--- config.mk ---
export PLATFORM = sky130hd
export DESIGN_NAME = ab_pattern_gen_flat
export DESIGN_NICKNAME = d
export VERILOG_FILES = /design/src/rtl/ab_pattern_gen_if.sv /design/src/rtl/ab_pattern_gen.sv /design/src/flat_wrapper.sv
export SDC_FILE = /design/constraint.sdc
export NUM_CORES = 1
export LEC_CHECK = 0
export CELL_PAD_IN_SITES_DETAIL_PLACEMENT = 0
export CELL_PAD_IN_SITES_GLOBAL_PLACEMENT = 1
export CORE_MARGIN = 2
export CORE_UTILIZATION = 44
export CTS_BUF_LIST = sky130_fd_sc_hd__clkbuf_16
export CTS_CLUSTER_DIAMETER = 150
export DETAILED_ROUTE_END_ITERATION = 7
export PLACE_DENSITY = 0.84
export SETUP_SLACK_MARGIN = 0.02
export SLEW_MARGIN = 20
export SYNTH_ARGS = -nofsm -noshare
export SYNTH_HDL_FRONTEND = slang
export SYNTH_SLANG_ARGS = --single-unit
--- constraint.sdc ---
create_clock -name clk -period 2.1 [get_ports clk]
set_input_delay 0.21 -clock clk [delete_from_list [all_inputs] [get_ports clk]]
set_output_delay 0.21 -clock clk [all_outputs]
set_load 0.03 [all_outputs]
--- src/rtl/ab_pattern_gen_if.sv ---
// ab_pattern_gen_if: step-table write port, run control and pattern outputs of ab_pattern_gen
// master: drives wr_en/wr_addr/wr_data/wr_hold, len, start, abort, loop; observes a, b, busy, done, step_idx
// slave : the generator side of the same signals
interface ab_pattern_gen_if #(
    parameter int DEPTH  = 16,
    parameter int HOLD_W = 4
);
    localparam int AW = $clog2(DEPTH);
    logic              wr_en;
    logic [AW-1:0]     wr_addr;
    logic [1:0]        wr_data;
    logic [HOLD_W-1:0] wr_hold;
    logic [AW:0]       len;
    logic              start;
    logic              abort;
    logic              loop;
    logic              a;
    logic              b;
    logic              busy;
    logic              done;
    logic [AW-1:0]     step_idx;
    modport master (
        output wr_en, wr_addr, wr_data, wr_hold, len, start, abort, loop,
        input  a, b, busy, done, step_idx
    );
    modport slave (
        input  wr_en, wr_addr, wr_data, wr_hold, len, start, abort, loop,
        output a, b, busy, done, step_idx
    );
endinterface

--- src/rtl/ab_pattern_gen.sv ---
// ab_pattern_gen: plays a loadable table of {a,b} steps, each held for hold+1 cycles
// clk, rst_n : rising-edge clock, synchronous active-low reset (also clears the table)
// bus        : slave side of ab_pattern_gen_if (table writes, len/start/abort/loop, a/b/busy/done/step_idx)
module ab_pattern_gen #(
    parameter int DEPTH  = 16,
    parameter int HOLD_W = 4
) (
    input logic               clk,
    input logic               rst_n,
    ab_pattern_gen_if.slave   bus
);
    localparam int AW = $clog2(DEPTH);
    localparam int LW = AW + 1;
    localparam int EW = HOLD_W + 2;

    typedef enum logic {IDLE, RUN} state_t;

    state_t            state_q, state_n;
    logic [EW-1:0]     tbl [DEPTH];
    logic [1:0]        ab_q, ab_n;
    logic [HOLD_W-1:0] hold_q, hold_n;
    logic [AW-1:0]     idx_q, idx_n, ld_idx;
    logic [LW-1:0]     eff_len_q, eff_len_n;
    logic              done_q, done_n;
    logic              run, adv, last, go, ending, load;
    logic [EW-1:0]     entry;

    assign run    = state_q == RUN;
    assign adv    = hold_q == '0;
    assign last   = LW'(idx_q) + LW'(1) == eff_len_q;
    assign go     = !run && bus.start && !bus.abort && bus.len != '0;
    assign ending = run && adv && last && !bus.loop && !bus.abort;
    // a step entry is fetched on start and on every advance that does not end the run
    assign load   = go || (run && adv && !bus.abort && !ending);
    assign ld_idx = (go || last) ? '0 : idx_q + AW'(1);
    assign entry  = tbl[ld_idx];

    always_ff @(posedge clk) begin
        if (!rst_n) state_q <= IDLE;
        else        state_q <= state_n;
    end

    always_comb begin
        state_n = state_q;
        if (bus.abort)   state_n = IDLE;
        else if (go)     state_n = RUN;
        else if (ending) state_n = IDLE;
    end

    always_comb begin
        ab_n      = load ? entry[EW-1:HOLD_W] : (state_n == IDLE) ? 2'b00 : ab_q;
        hold_n    = load ? entry[HOLD_W-1:0] : (run && !adv) ? hold_q - HOLD_W'(1) : hold_q;
        idx_n     = load ? ld_idx : (state_n == IDLE) ? '0 : idx_q;
        done_n    = ending;
        eff_len_n = go ? ((bus.len > LW'(DEPTH)) ? LW'(DEPTH) : bus.len) : eff_len_q;
    end

    always_ff @(posedge clk) begin
        if (!rst_n) begin
            ab_q      <= '0;
            hold_q    <= '0;
            idx_q     <= '0;
            eff_len_q <= '0;
            done_q    <= 1'b0;
            for (int i = 0; i < DEPTH; i++) tbl[i] <= '0;
        end else begin
            ab_q      <= ab_n;
            hold_q    <= hold_n;
            idx_q     <= idx_n;
            eff_len_q <= eff_len_n;
            done_q    <= done_n;
            // table is frozen while a run is in progress
            if (!run && bus.wr_en) tbl[bus.wr_addr] <= {bus.wr_data, bus.wr_hold};
        end
    end

    assign bus.a        = ab_q[1];
    assign bus.b        = ab_q[0];
    assign bus.busy     = run;
    assign bus.done     = done_q;
    assign bus.step_idx = idx_q;
endmodule

--- src/flat_wrapper.sv ---
// flat-port wrapper written by rule: the top's interface ports become plain ports
module ab_pattern_gen_flat 
#(
    parameter int DEPTH  = 16,
    parameter int HOLD_W = 4
)
  (clk, rst_n, bus_wr_en, bus_wr_addr, bus_wr_data, bus_wr_hold, bus_len, bus_start, bus_abort, bus_loop, bus_a, bus_b, bus_busy, bus_done, bus_step_idx);
  ab_pattern_gen_if #(.DEPTH(DEPTH), .HOLD_W(HOLD_W)) bus_i ();
  input logic clk;
  input logic rst_n;
  input wire logic [$bits(bus_i.wr_en)-1:0] bus_wr_en;
  input wire logic [$bits(bus_i.wr_addr)-1:0] bus_wr_addr;
  input wire logic [$bits(bus_i.wr_data)-1:0] bus_wr_data;
  input wire logic [$bits(bus_i.wr_hold)-1:0] bus_wr_hold;
  input wire logic [$bits(bus_i.len)-1:0] bus_len;
  input wire logic [$bits(bus_i.start)-1:0] bus_start;
  input wire logic [$bits(bus_i.abort)-1:0] bus_abort;
  input wire logic [$bits(bus_i.loop)-1:0] bus_loop;
  output wire logic [$bits(bus_i.a)-1:0] bus_a;
  output wire logic [$bits(bus_i.b)-1:0] bus_b;
  output wire logic [$bits(bus_i.busy)-1:0] bus_busy;
  output wire logic [$bits(bus_i.done)-1:0] bus_done;
  output wire logic [$bits(bus_i.step_idx)-1:0] bus_step_idx;
  assign bus_i.wr_en = bus_wr_en;
  assign bus_i.wr_addr = bus_wr_addr;
  assign bus_i.wr_data = bus_wr_data;
  assign bus_i.wr_hold = bus_wr_hold;
  assign bus_i.len = bus_len;
  assign bus_i.start = bus_start;
  assign bus_i.abort = bus_abort;
  assign bus_i.loop = bus_loop;
  assign bus_a = bus_i.a;
  assign bus_b = bus_i.b;
  assign bus_busy = bus_i.busy;
  assign bus_done = bus_i.done;
  assign bus_step_idx = bus_i.step_idx;
  ab_pattern_gen #(.DEPTH(DEPTH), .HOLD_W(HOLD_W)) u_core (.clk(clk), .rst_n(rst_n), .bus(bus_i));
endmodule
Yosys cells after proc, flatten, opt, wreduce, memory -nomap -nowiden
Memories as Yosys holds them, arrays and structs flattened. Cells that the tools add are included.

Add/sub/neg operators: 3. Reduce and logical (&&, ||, !) cells: 22. Magnitude comparators: 1. Muxes and demuxes: 18. Eq/ne operators: 2.

Operators by type and width (count): 2-to-1 mux 4 bit (6); logical AND 1 bit (11); 2-to-1 mux 1 bit (8); 2-to-1 mux 6 bit (1); OR reduction 6 bit (1); adder 4 x 1 -> 5 bit, second input constant (1); == test 5 bit (1); greater-than comparator 5 bit, second input constant (1); logical NOT 1 bit (5); 2-to-1 mux 5 bit (1); nonzero test 5 bit (1); adder 4 x 1 -> 4 bit, second input constant (1); logical NOT 4 bit (1); 2-to-1 mux 2 bit (2); subtractor 4 x 1 -> 4 bit, second input constant (1); logical OR 1 bit (2); inequality test 2 bit, second input constant (1); nonzero test 2 bit (1).

Memories: 1. Register bits: 17. Bits of input ports: 21. Bits in writable memories: 96. Logic and storage cells: 53.

Memories: u_core.tbl (depth 16, width 6, rd ports 1, clocked after Yosys merged registers in 0, wr ports 16, line ab_pattern_gen.sv:19) `logic [EW-1:0] tbl [DEPTH];`.

Logic depth before layout (Yosys ltp)
Gate-level depths: netlist of the first run.

Word-level depth: 10. Depth in mapped cells: 10. Depth with buffers taken out: 8.

Least setup slack after synthesis of the first run
OpenSTA, ideal clock, no wires.

Path type: flip-flop to flip-flop. From: register u_core.idx_q[1] (netlist: u_core.bus.step_idx[1]). To: register u_core.hold_q[2]. Setup slack: -0.306 ns. Stages on the path, launching flop included: 9. Data arrival time: 2.279 ns. Setup time: 0.126 ns. Cell sequence: dfxtp_1 -> ha_1 -> xnor2_2 -> nor2_1 -> nor3_4 -> nand3_2 -> o31a_1 -> o311ai_1 -> a21oi_1.

Word-level cells in the longest chain between the ends: 9.

RTL lines: start, declared (line ab_pattern_gen.sv:22) `logic [AW-1:0] idx_q, idx_n, ld_idx;`; start signal, assigned (line ab_pattern_gen.sv:69) `idx_q <= idx_n;`; parallel branches: the longest is 9 deep, another holds memory read (16 x 6 bit); end signal, assigned (line ab_pattern_gen.sv:68) `hold_q <= hold_n;`; end, declared (line ab_pattern_gen.sv:21) `logic [HOLD_W-1:0] hold_q, hold_n;`.

Several ways; the timed one is not identified. A chain may end at the register's enable or synchronous reset.

Worst setup path after layout of the first run
From: register u_core.idx_q[0] (netlist: u_core.bus.step_idx[0]). To: register u_core.hold_q[0].

The elaborated chain is that of the path after synthesis.

==> flow_metrics.py, run 1 <==
metrics = {
    "critical_path": {
        "crit_buf_inv": 1,
        "startpoint_type": "flip-flop",
        "cp_slowest_stage_delay_ns": 0.36,
        "critPathCaptureType": "flip-flop",
        "crit_family": "multiplexers",
        "cp.required_ns": 2.40,
        "crit_arrival_ns": 2.42,
        "path_cells": "ha_4 -> xor2_4 -> buf_6 -> mux2_2 -> o21ai_2 -> a21oi_2 -> mux2i_1 -> o211ai_1 -> nor4b_2",
        "crit_fanout": 6,
        "critPathKind": "reg -> reg",
        "slowest_stage": "dfxtp_4",
    },
    "placed_design": {
        "io_buffers": 28,
        "finalWeightedCongestion": 0.939,
        "postPlaceCellArea_mm2": 0.00666,
        "hpwl_mm": 10.2,
        "placed_cells": 721,
    },
    "yosys": {
        "yosysUniqueCellTypes": 60,
        "synth-seq-area-share_pct": 56.8,
        "postSynthAreaPerCell_um2": 12.1,
        "synth_warnings": 0,
        "syn-num-nets": 494,
        "synthCells": 470,
        "synth_edf_count": 96,
        "synth_flop_cell": "edfxtp_1",
        "synthesis.area_mm2": 0.00568,
        "ys_ff_latch": 113,
        "synthArstFlopShare_pct": 0,
    },
    "timing": {
        "min_period_ns": 2.12,
        "fin_ws_ns": -0.0236,
        "setup_viol": 5,
        "slew_viol_final": 0,
        "fin_crit_sh_pct": 101,
        "hold_viol": 0,
        "rsz0062_at_grt": "yes",
        "fmax_mhz": 471,
        "tightest_slew_ns": 0.740,
        "max_slew_margin_pct": 50.5,
        "skew_ns": 0.00612,
    },
    "clocking": {
        "clk_pin_slew_ns": 0.05,
        "worst_skew_pair.late_latency_ns": 0.42,
        "cts_tree": "yes",
        "clock_sinks": 113,
        "cts_hold_buf": 0,
        "htreeDepth": 4,
        "clockRootBuffer": "clkbuf_16",
        "numCtsBuffers": 17,
        "clk_path_buf_depth": 2,
    },
    "cells_and_area": {
        "fin_nets": 600,
        "postLayoutCellArea_mm2": 0.00746,
        "final_common_cell": "and2_1",
        "area_growth_pct": 31.5,
        "n_antenna_cell": 0,
        "drive_above_1_share_pct": 29.0,
        "instances_no_fill": 761,
        "fillerInstances": 1024,
        "final_cell_mix": "and2_1 (99), edfxtp_1 (96), buf_4 (81)",
    },
    "power_and_ir_drop": {
        "power.density_mw_per_mm2": 803,
        "p_leak_nw": 2.69,
        "irDropWorstVdd_v": 0.000575,
    },
    "drt": {
        "drc": 0,
        "drt_iter0_drc": 410,
        "post_drt_wl_per_cell_um": 19.1,
        "via_per_inst": 5.54,
        "finalWirelength_mm": 14.5,
        "detail-route-antenna-nets": 0,
        "vias": 4215,
        "firstDrtPassIters": 5,
    },
    "floorplanning": {
        "rows": 41,
        "coreArea_mm2": 0.0126,
        "start_util_pct": 45.0,
        "dieHeight_um": 118,
        "die_w_um": 118,
        "dieArea_mm2": 0.0138,
        "io_pins": 29,
    },
    "worst_hold_path": {
        "hold_path.class": "in -> reg",
    },
    "grt": {
        "antenna_found_initial": 0,
        "grt_pass1_wl_mm": 23.6,
        "grt_usage_pct": 22.7,
        "grt_max_degree": 21,
        "grt-ovfl-total": 0,
        "grt_pass1_vias": 4320,
    },
    "outcome": {
        "status": "complete, but fails checks",
        "violations": "setup timing",
    },
    "flow_run": {
        "maxCapViolCount": 0,
    },
}
[cell families (layout without fill, tap and decap cells)]
family                     after synthesis  after routing  share of synthesized area (%)
DFF                                    113            113                           56.8
adders and majority gates                3              3                          0.661
xor gates and xnor gates                 7              7                           2.01
muxes                                   21             21                           6.61
buffers and inverters                   33            152                           2.69
and+or+nand+nor                        213            213                           21.5
AOI/OAI and AO/OA                       80             80                           9.79
[per-stage QoR]
stage | setup TNS, ns | util [%] | power [mW] | hold WS, ns | worst slack, ns
floorplan | 0 | - | 2.97 | 0.281 | 0.00940
global placement | -10.67 | 52.8 | 3.26 | 0.450 | -0.235
detailed placement | -13.11 | 52.8 | 3.27 | 0.471 | -0.273
CTS | -0.0556 | 58.3 | 5.99 | 0.470 | -0.0273
global route | -0.554 | 59.2 | 6.20 | 0.496 | -0.115
finish | -0.0532 | 59.2 | 5.99 | 0.472 | -0.0236
[cell type report]
cell class                      instances  area [µm²]  share of cell area [%]
Sequential cell                       113        3230                    43.3
Multi-Input combinational cell        324        2480                    33.2
Timing Repair Buffer                  115         965                    12.9
Clock buffer                           17         425                    5.70
Tap cell                              172         215                    2.88
Clock inverter                         15         130                    1.74
Inverter                                5        18.8                   0.251
[what timing repair did]
action | CTS | global route
endpoints found under the setup margin | 6 | 6
pin swaps | 10 | 7
setup buffers | 4 | 4
gates resized for setup | 25 | 21
[flip-flops by register name, summed over array words and instances, names as in the netlist]
signal               flops
u_core.hold_q            4
u_core.ab_q              2
u_core.bus.step_idx      4
u_core.bus.busy          1
u_core.tbl              96
u_core.eff_len_q         5
u_core.bus.done          1
[routing by layer]
layer  GRT usage (%)  wire [µm]
met1            29.0       6080
met4            7.68        338
met2            37.5       7160
met5               0          0
met3            6.06        932
[worst paths after layout]
kind                          start               end  slack, ns  cells past startpoint
min                       bus_abort   u_core.bus.busy       0.47                      3
min reg2reg          u_core.ab_q[0]    u_core.ab_q[0]       0.48                      2
max reg2reg  u_core.bus.step_idx[0]  u_core.hold_q[0]      -0.02                      9
max          u_core.bus.step_idx[0]  u_core.hold_q[0]      -0.02                      9
[synthesized netlist by cell type (2+ instances only)]
| library cell | n | area [µm²] |
|---|---|---|
| nor3b_1 | 5 | 37.5 |
| mux2_2 | 2 | 22.5 |
| nor3_1 | 17 | 85.1 |
| a2111oi_1 | 2 | 20.0 |
| o2111ai_1 | 3 | 26.3 |
| xor2_1 | 2 | 17.5 |
| a32oi_1 | 3 | 26.3 |
| clkinv_1 | 2 | 7.51 |
| nor2b_1 | 4 | 25.0 |
| edfxtp_1 | 96 | 2880 |
| nand2_1 | 28 | 105 |
| o21ai_0 | 25 | 125 |
| mux2i_1 | 6 | 60.1 |
| a31oi_1 | 4 | 25.0 |
| nor4_1 | 3 | 18.8 |
| and2_1 | 99 | 619 |
| xnor2_4 | 2 | 55.1 |
| ha_1 | 3 | 37.5 |
| o211ai_1 | 3 | 22.5 |
| nand2b_1 | 8 | 50.1 |
| nor2_1 | 30 | 113 |
| buf_6 | 2 | 22.5 |
| a2111oi_0 | 5 | 43.8 |
| or3_1 | 2 | 12.5 |
| buf_2 | 5 | 25.0 |
| o31ai_1 | 3 | 22.5 |
| clkbuf_1 | 19 | 71.3 |
| mux4_2 | 13 | 293 |
| inv_1 | 3 | 11.3 |
| buf_4 | 2 | 15.0 |
| a211oi_1 | 6 | 45.0 |
| a21oi_1 | 14 | 70.1 |
| dfxtp_1 | 17 | 340 |
| nand3_1 | 6 | 30.0 |
[worst register-to-register path: stages (launching register included)]
cell and delay, ns:
dfxtp_4 0.36, ha_4 0.18, xor2_4 0.30, buf_6 0.17, mux2_2 0.33, o21ai_2 0.13
a21oi_2 0.09, mux2i_1 0.16, o211ai_1 0.09, nor4b_2 0.18
[power by group]
group	internal [mW]	switching, mW
sequential	2.56	0.0633
combinational	0.308	0.365
clock	1.71	0.992
total	4.57	1.42
(Power assumes the default switching activity.)
==> inputs of run 2 (changes only) <==
--- a/config.mk
+++ b/config.mk
@@ -7,11 +7,13 @@
 export LEC_CHECK = 0
 export CELL_PAD_IN_SITES_DETAIL_PLACEMENT = 0
 export CELL_PAD_IN_SITES_GLOBAL_PLACEMENT = 1
+export CORE_ASPECT_RATIO = 1.2
 export CORE_MARGIN = 2
 export CORE_UTILIZATION = 44
 export CTS_BUF_LIST = sky130_fd_sc_hd__clkbuf_16
 export CTS_CLUSTER_DIAMETER = 150
 export DETAILED_ROUTE_END_ITERATION = 7
+export HOLD_SLACK_MARGIN = 0.15
 export PLACE_DENSITY = 0.84
 export SETUP_SLACK_MARGIN = 0.02
 export SLEW_MARGIN = 20
==> flow_metrics.py, run 2 (synthesis results as in run 1) <==
metrics = {
    "clocking": {
        "clk_path_buf_depth": 2,
        "numCtsBuffers": 17,
        "cts_tree": "yes",
        "clockRootBuffer": "clkbuf_16",
        "worst_skew_pair.late_latency_ns": 0.41,
        "clk_pin_slew_ns": 0.05,
        "htreeDepth": 4,
        "cts_hold_buf": 0,
        "clock_sinks": 113,
    },
    "power_and_ir_drop": {
        "p_leak_nw": 2.66,
        "irDropWorstVdd_v": 0.000487,
        "fin_total_pwr_mw": 6.16,
        "power.density_mw_per_mm2": 828,
    },
    "grt": {
        "grt_pass1_wl_mm": 22.6,
        "grt_usage_pct": 22.2,
        "grt_pass1_vias": 4313,
        "antenna_found_initial": 0,
        "grt-ovfl-total": 0,
        "grt_max_degree": 21,
    },
    "floorplanning": {
        "dieArea_mm2": 0.0138,
        "rows": 45,
        "io_pins": 29,
        "coreArea_mm2": 0.0126,
        "die_w_um": 108,
        "dieHeight_um": 128,
        "start_util_pct": 45.0,
    },
    "drt": {
        "via_per_inst": 5.52,
        "drc": 0,
        "detail-route-antenna-nets": 0,
        "post_drt_wl_per_cell_um": 19.2,
        "finalWirelength_mm": 14.3,
        "drt_iter0_drc": 243,
        "firstDrtPassIters": 4,
        "vias": 4127,
    },
    "cells_and_area": {
        "fillerInstances": 1037,
        "instances_no_fill": 748,
        "final_cell_mix": "and2_1 (99), edfxtp_1 (96), buf_4 (78)",
        "largest_reg_flops": 96,
        "area_growth_pct": 31.0,
        "final_common_cell": "and2_1",
        "drive_above_1_share_pct": 29.3,
        "fin_nets": 596,
        "final_util_pct": 59.0,
        "top_register": "u_core.tbl",
        "n_antenna_cell": 0,
        "top_regs": "u_core.tbl: 96 flops, u_core.eff_len_q: 5 flops",
    },
    "timing": {
        "max_slew_margin_pct": 52.0,
        "fin_tns_setup_ns": 0,
        "fmax_mhz": 478,
        "min_period_ns": 2.09,
        "fin_ws_ns": 0.00826,
        "slew_viol_final": 0,
        "rsz0062_at_grt": "yes",
        "tightest_slew_ns": 0.717,
        "skew_ns": 0.0114,
        "fin_crit_sh_pct": 99.6,
        "hold_viol": 0,
        "setup_viol": 0,
    },
    "flow_run": {
        "maxCapViolCount": 0,
    },
    "critical_path": {
        "startpoint_type": "flip-flop",
        "critPathKind": "reg -> reg",
        "cp.required_ns": 2.39,
        "crit_fanout": 5,
        "crit_arrival_ns": 2.38,
        "critPathCaptureType": "flip-flop",
    },
    "outcome": {
        "status": "complete, no violations",
    },
    "placed_design": {
        "hpwl_mm": 10.2,
        "finalWeightedCongestion": 0.889,
        "placed_cells": 710,
        "io_buffers": 28,
        "dp_slack_ns": -0.233,
    },
    "worst_hold_path": {
        "hold_path.class": "reg -> reg",
    },
}
run 2: routing by layer:
layer	vias to the layer above	part of all wire [%]	track usage, %
met5	-	0	0
met3	34	5.4	4.51
met2	155	51	37.5
li1	1942	-	-
met1	1996	39	25.6
met4	0	4.6	14.1
run 2: final timing paths:
kind                                              from                to  slack [ns]  cells past startpoint
worst min-delay path                    u_core.ab_q[0]    u_core.ab_q[0]        0.46                      2
worst max register to register  u_core.bus.step_idx[1]  u_core.hold_q[0]       0.008                      9
worst min register to register          u_core.ab_q[0]    u_core.ab_q[0]        0.46                      2
worst max-delay path            u_core.bus.step_idx[1]  u_core.hold_q[0]       0.008                      9
run 2: cell type report:
| cell class | count | area [µm²] | share of cell area, % |
|---|---|---|---|
| clock buffers | 17 | 425 | 5.72 |
| well taps | 164 | 205 | 2.76 |
| inverters | 5 | 18.8 | 0.252 |
| flip-flops and latches | 113 | 3230 | 43.4 |
| clock inverters | 14 | 166 | 2.24 |
| repair buffers | 111 | 922 | 12.4 |
| multi-input cells | 324 | 2470 | 33.2 |
run 2: repair_timing:
item / in CTS / in global routing
pin swaps: 9 / 10
setup buffers: 6 / 1
cloned: 0 / 0
setup endpoints to repair: 6 / 8
gates resized for setup: 20 / 19
hold endpoints to repair: 0 / 0
run 2: critical path, cell delays in order (launching register included):
cell and delay [ns]:
dfxtp_4 0.35, ha_4 0.18, xor2_4 0.28, buf_6 0.16
mux2_4 0.30, o21ai_2 0.17, a21oi_2 0.08, mux2i_1 0.17
o211ai_1 0.12, nor4b_2 0.17
run 2: power by group:
| group | internal (mW) | leakage [nW] | switching [mW] |
|---|---|---|---|
| registers | 2.56 | 1.06 | 0.0605 |
| logic | 0.309 | 1.32 | 0.369 |
| clock network | 1.85 | 0.281 | 1.01 |
| total | 4.72 | 2.66 | 1.44 |
run 2: metrics by stage:
stage / area, µm² / hold slack, ns
6_report: 7440 / 0.461
5_1_grt: 7440 / 0.498
4_1_cts: 7350 / 0.455
3_5_place_dp: 6630 / 0.447
3_3_place_gp: 6630 / 0.458
2_1_floorplan: 5730 / 0.281
